==> config.mk <==
export PLATFORM = sky130hd
export DESIGN_NAME = fft_frame_buffer
export DESIGN_NICKNAME = d
export VERILOG_FILES = /design/src/rtl/fft_pkg.sv /design/src/rtl/fft_frame_buffer.sv
export SDC_FILE = /design/constraint.sdc
export NUM_CORES = 1
export LEC_CHECK = 0
export ABC_CLOCK_PERIOD_IN_PS = 2700
export BUFFER_PORTS_ARGS = -buffer_cell sky130_fd_sc_hd__buf_2
export CAP_MARGIN = 20
export CORE_ASPECT_RATIO = 0.7
export CORE_MARGIN = 4
export CORE_UTILIZATION = 56
export CTS_CLUSTER_DIAMETER = 100
export DETAILED_ROUTE_END_ITERATION = 10
export PLACE_DENSITY = 0.91
export SYNTH_ARGS = -nofsm -noshare
export SYNTH_HDL_FRONTEND = slang
export SYNTH_SLANG_ARGS = --single-unit
==> constraint.sdc <==
create_clock -name clk -period 2.7 [get_ports clk]
set_input_delay 0 -clock clk [delete_from_list [all_inputs] [get_ports clk]]
set_output_delay 0 -clock clk [all_outputs]
set_load 0.005 [all_outputs]
==> src/rtl/fft_pkg.sv <==
`default_nettype none
// ============================================================================
// Module      : fft_pkg
// Description : Shared FFT definitions: default sample width / point count,
//               frame-buffer state encoding and an index bit-reversal helper.
// Revision    : 1.0 - initial release
// ============================================================================
package fft_pkg;

   localparam int FFT_WIDTH  = 8;
   localparam int FFT_POINTS = 8;

   typedef enum logic [0:0] {
      ST_FILL = 1'b0,
      ST_FULL = 1'b1
   } fb_state_t;

   // Reverses the low nbits of index; used for decimation-in-time ordering.
   function automatic int unsigned bitrev(input int unsigned index,
                                          input int unsigned nbits);
      int unsigned r;
      r = 0;
      for (int unsigned b = 0; b < nbits; b++) begin
         r = (r << 1) | ((index >> b) & 32'd1);
      end
      return r;
   endfunction

endpackage : fft_pkg
`default_nettype wire

==> src/rtl/fft_frame_buffer.sv <==
`default_nettype none
// ============================================================================
// Module      : fft_frame_buffer
// Description : Collects DEPTH serial samples into a parallel frame for the
//               butterfly stage, with valid/ready handshakes on both sides.
//               Define FFT_BITREV_EN for bit-reversed output slot order.
// Revision    : 1.0 - initial release
// ============================================================================
module fft_frame_buffer
   import fft_pkg::*;
#(
   parameter int WIDTH = FFT_WIDTH,
   parameter int DEPTH = FFT_POINTS
) (
   input  logic                         clk,
   input  logic                         rst_n,
   input  logic                         flush,
   input  logic [WIDTH-1:0]             in_data,
   input  logic                         in_valid,
   output logic                         in_ready,
   output logic [WIDTH*DEPTH-1:0]       frame_data,
   output logic                         frame_valid,
   input  logic                         frame_ready,
   output logic [$clog2(DEPTH+1)-1:0]   fill_count
);

   localparam int c_LOG2 = $clog2(DEPTH);
   localparam int c_CW   = $clog2(DEPTH + 1);
   localparam logic [c_CW-1:0] c_LAST = c_CW'(DEPTH - 1);

   fb_state_t          r_state;
   logic [c_CW-1:0]    r_fill_count;
   logic [WIDTH-1:0]   r_slot [DEPTH];

   logic               w_frame_valid;
   logic               w_in_ready;
   logic               w_sample_acc;
   logic [c_LOG2-1:0]  w_wr_idx;

   assign w_frame_valid = (r_state == ST_FULL);
   assign w_in_ready    = !w_frame_valid || frame_ready;
   assign w_sample_acc  = in_valid && w_in_ready;
   assign w_wr_idx      = r_fill_count[c_LOG2-1:0];

   always_ff @(posedge clk or negedge rst_n) begin
      if (!rst_n) begin
         r_state      <= ST_FILL;
         r_fill_count <= '0;
         for (int i = 0; i < DEPTH; i++) begin
            r_slot[i] <= '0;
         end
      end else if (flush) begin
         r_state      <= ST_FILL;
         r_fill_count <= '0;
         for (int i = 0; i < DEPTH; i++) begin
            r_slot[i] <= '0;
         end
      end else begin
         case (r_state)
            ST_FILL: begin
               if (w_sample_acc) begin
                  r_slot[w_wr_idx] <= in_data;
                  r_fill_count     <= r_fill_count + 1'b1;
                  if (r_fill_count == c_LAST) begin
                     r_state <= ST_FULL;
                  end
               end
            end
            ST_FULL: begin
               // In FULL a sample can only be accepted alongside the frame release.
               if (frame_ready) begin
                  r_state <= ST_FILL;
                  if (in_valid) begin
                     r_slot[0]    <= in_data;
                     r_fill_count <= c_CW'(1);
                  end else begin
                     r_fill_count <= '0;
                  end
               end
            end
            default: begin
               r_state      <= ST_FILL;
               r_fill_count <= '0;
            end
         endcase
      end
   end

   for (genvar k = 0; k < DEPTH; k++) begin : g_slot
`ifdef FFT_BITREV_EN
      localparam int unsigned c_SRC = bitrev(k, c_LOG2);
`else
      localparam int unsigned c_SRC = k;
`endif
      assign frame_data[k*WIDTH +: WIDTH] = r_slot[c_SRC];
   end

   assign in_ready    = w_in_ready;
   assign frame_valid = w_frame_valid;
   assign fill_count  = r_fill_count;

endmodule : fft_frame_buffer
`default_nettype wire
==> results by group <==
Drt
  – Drt initial violations: 293
  – Post-Route WL: 7870 µm
  – Final ANT Viol Nets: 0
  – Vias: 2,554
  – Vias/cell: 5.80
  – DRC violations left: 0
  – Wire per inst: 17.9 µm
  – DRT Pass-1 Iters: 5

Synth
  – Dominant synthesized flop cell: dfrtp_1
  – Yosys warns: 0
  – Post-Syn Instances: 272
  – Syn nets: 286
  – Post-synth EDFFs: 0
  – Async SR Flop Fraction: 1.00
  – Sequential share of the synthesized area: 0.560
  – Netlist cell types: 38
  – Post-Syn Area: 3090 µm²
  – Post-synthesis register bit count: 69
  – Syn Area/Cell: 11.3 µm²

Global routing
  – Overflow left after global routing: 0
  – Total track usage: 0.246
  – Initial antenna violation count: 0
  – Pin count of the biggest net entering global routing: 44
  – GR met1 Demand/Resource: 0.342
  – First-pass GRT wire length: 13,100 µm
  – Vias in the first global route: 2,530
  – Met2 Use GR: 0.361
  – GR peak layer: met2
  – GR Util met3: 0.0828

Timing
  – Max-slew violations: 0
  – Fin. Hold Viols: 0
  – Hold Slack: 0.105 ns
  – Final critical-path share of the clock period: 0.675
  – Relative slew slack: 0.532
  – Worst Max-Slew Pin Slew: 0.697 ns
  – Final setup vio count: 0
  – PnR worst setup slack: 0.877 ns
  – Max Clk Rate: 549 MHz
  – Clk_skew: 0.00613 ns
  – Sum Neg Setup Slack: 0 ns
  – Fin crit period: 1.82 ns
  – RSZ-0062 raised after global routing: no

Setup path
  – Delay-heaviest family, CP: compound AO/OA/AOI/OAI gates
  – CP max FO: 15
  – Data required, critical path: 2.96 ns
  – Critical path class: register to register
  – CP startpoint kind: register
  – Crit path DAT: 2.09 ns
  – Worst path slowest cell: or4_1
  – CP Cell Sequence: or4_1 -> a211o_1 -> o221ai_1
  – CP Buf/Inv Count: 0
  – CP peak stage delay: 0.59 ns
  – Crit path capture type: register

Status
  – Status: finished clean

Power
  – PD cells: 566 nW/µm²
  – Lkg Pwr: 2.15 nW
  – Total power: 2.19 mW
  – Worst vdd ir: 0.432 mV

Job
  – Max-cap violations: 0

CTS
  – Clk root buf: clkbuf_8
  – Cts repair resizes: 0
  – CTS H-tree depth: 3
  – CTS Hold Bufs: 10
  – Clock Tree Buf Depth: 2
  – Clock buffer count from CTS: 9
  – Clock Pin Slew Worst Setup and Hold Paths: 0.08 ns
  – CTS tree: yes
  – Clk_lat worst skew: 0.35 ns
  – Clock Sinks: 69
  – Post-CTS Setup Bufs: 0

Cells and area
  – Final nets: 378
  – Area delta synth->final: 25.2%
  – Non-filler cells, final: 440
  – Layout cells sized above 1: 0.283
  – Final core utilization: 0.731
  – Final Cell Area: 3860 µm²
  – Ant diodes: 0

Placed design
  – Cell Area, Placed: 3550 µm²
  – PortBufs: 82
  – Place WS: 0.901 ns
  – # placed instances: 415
  – Hpwl dp: 5550 µm
  – GPL Wtd Cong: 0.883

Die
  – Initial Utilization: 0.584
  – Area of the core: 5290 µm²
  – IO Pins: 83
  – Die area: 6780 µm²
  – Die Y: 70.1 µm
  – Width of the die: 96.7 µm
  – Cell row count: 22

Min path
  – Worst hold path type: primary input to register
cell usage in the layout (no fill, tap or decap), types with 2 or more instances in the layout:
cell	netlist	final
buf_2	1	82
dfrtp_1	69	69
mux2i_1	31	31
nand2b_1	30	30
a22o_1	25	25
nand2_1	20	20
inv_1	13	13
nand3_1	12	12
dlygate4sd3_1	0	10
clkbuf_8	0	9
o221ai_1	8	8
and2_1	7	7
nor2_1	7	7
a31oi_1	4	4
and3_1	4	4
buf_4	0	4
a21oi_1	3	3
nor3_1	3	3
nand4_1	2	2
clkinvlp_4	0	2
bufinv_16	0	2
cell usage after synthesis, types with 2 or more instances:
| library cell | instances | area [µm²] |
|---|---|---|
| a21oi_1 | 3 | 15.0 |
| a22o_1 | 25 | 219 |
| a31oi_1 | 4 | 25.0 |
| and2_1 | 7 | 43.8 |
| and3_1 | 4 | 25.0 |
| clkbuf_1 | 12 | 45.0 |
| dfrtp_1 | 69 | 1730 |
| inv_1 | 13 | 48.8 |
| mux2i_1 | 31 | 310 |
| nand2_1 | 20 | 75.1 |
| nand2b_1 | 30 | 188 |
| nand3_1 | 12 | 60.1 |
| nand4_1 | 2 | 12.5 |
| nor2_1 | 7 | 26.3 |
| nor3_1 | 3 | 15.0 |
| o221ai_1 | 8 | 70.1 |
power breakdown:
| part | switching, mW | total [mW] | internal (mW) |
|---|---|---|---|
| registers | 0.0252 | 1.08 | 1.06 |
| logic | 0.118 | 0.194 | 0.0764 |
| clock network | 0.396 | 0.910 | 0.514 |
cell families (layout without fill, tap and decap cells):
logic type | count (synthesis) | after routing | synth area share
simple gates | 94 | 94 | 0.169
flops | 69 | 69 | 0.560
compound gates | 47 | 47 | 0.125
mux | 32 | 32 | 0.104
buf+inv | 29 | 125 | 0.0381
fa+ha+maj | 1 | 1 | 0.00405
registers in the layout, indices dropped and copies added (netlist names):
name,count
frame_data,64
frame_valid,1
fill_count,4
worst min-delay path: stages:
cell	delay [ns]
buf_2	0.18
nand3_1	0.15
mux2i_1	0.09
final timing paths:
path	from	cells past startpoint	slack (ns)	to
setup / recovery	fill_count[0]	3	0.88	frame_data[1]
hold / removal	in_valid	3	0.10	frame_data[9]
hold reg to reg	frame_data[51]	1	0.50	frame_data[51]
max in group asynchronous	rst_n	3	2.12	frame_data[24]
setup reg to reg	fill_count[0]	3	0.88	frame_data[1]
min in group asynchronous	rst_n	3	0.20	frame_data[43]
final cells by class:
cell class                      count  area [µm²]
Sequential cell                    69        1730
Timing Repair Buffer               96         541
Tap cell                           72        90.1
Clock inverter                      6        88.8
Inverter                           14        52.6
Clock buffer                        9         124
Fill cell                         396        1420
Multi-Input combinational cell    174        1240
routing by layer:
metal,wire length [µm],share of wire,up-vias
met2,3610,0.46,131
li1,-,-,1147
met1,3420,0.43,1259
met3,701,0.089,17
met4,140,0.018,0
met5,0,0,-
Power figures use the tool's default switching activity.
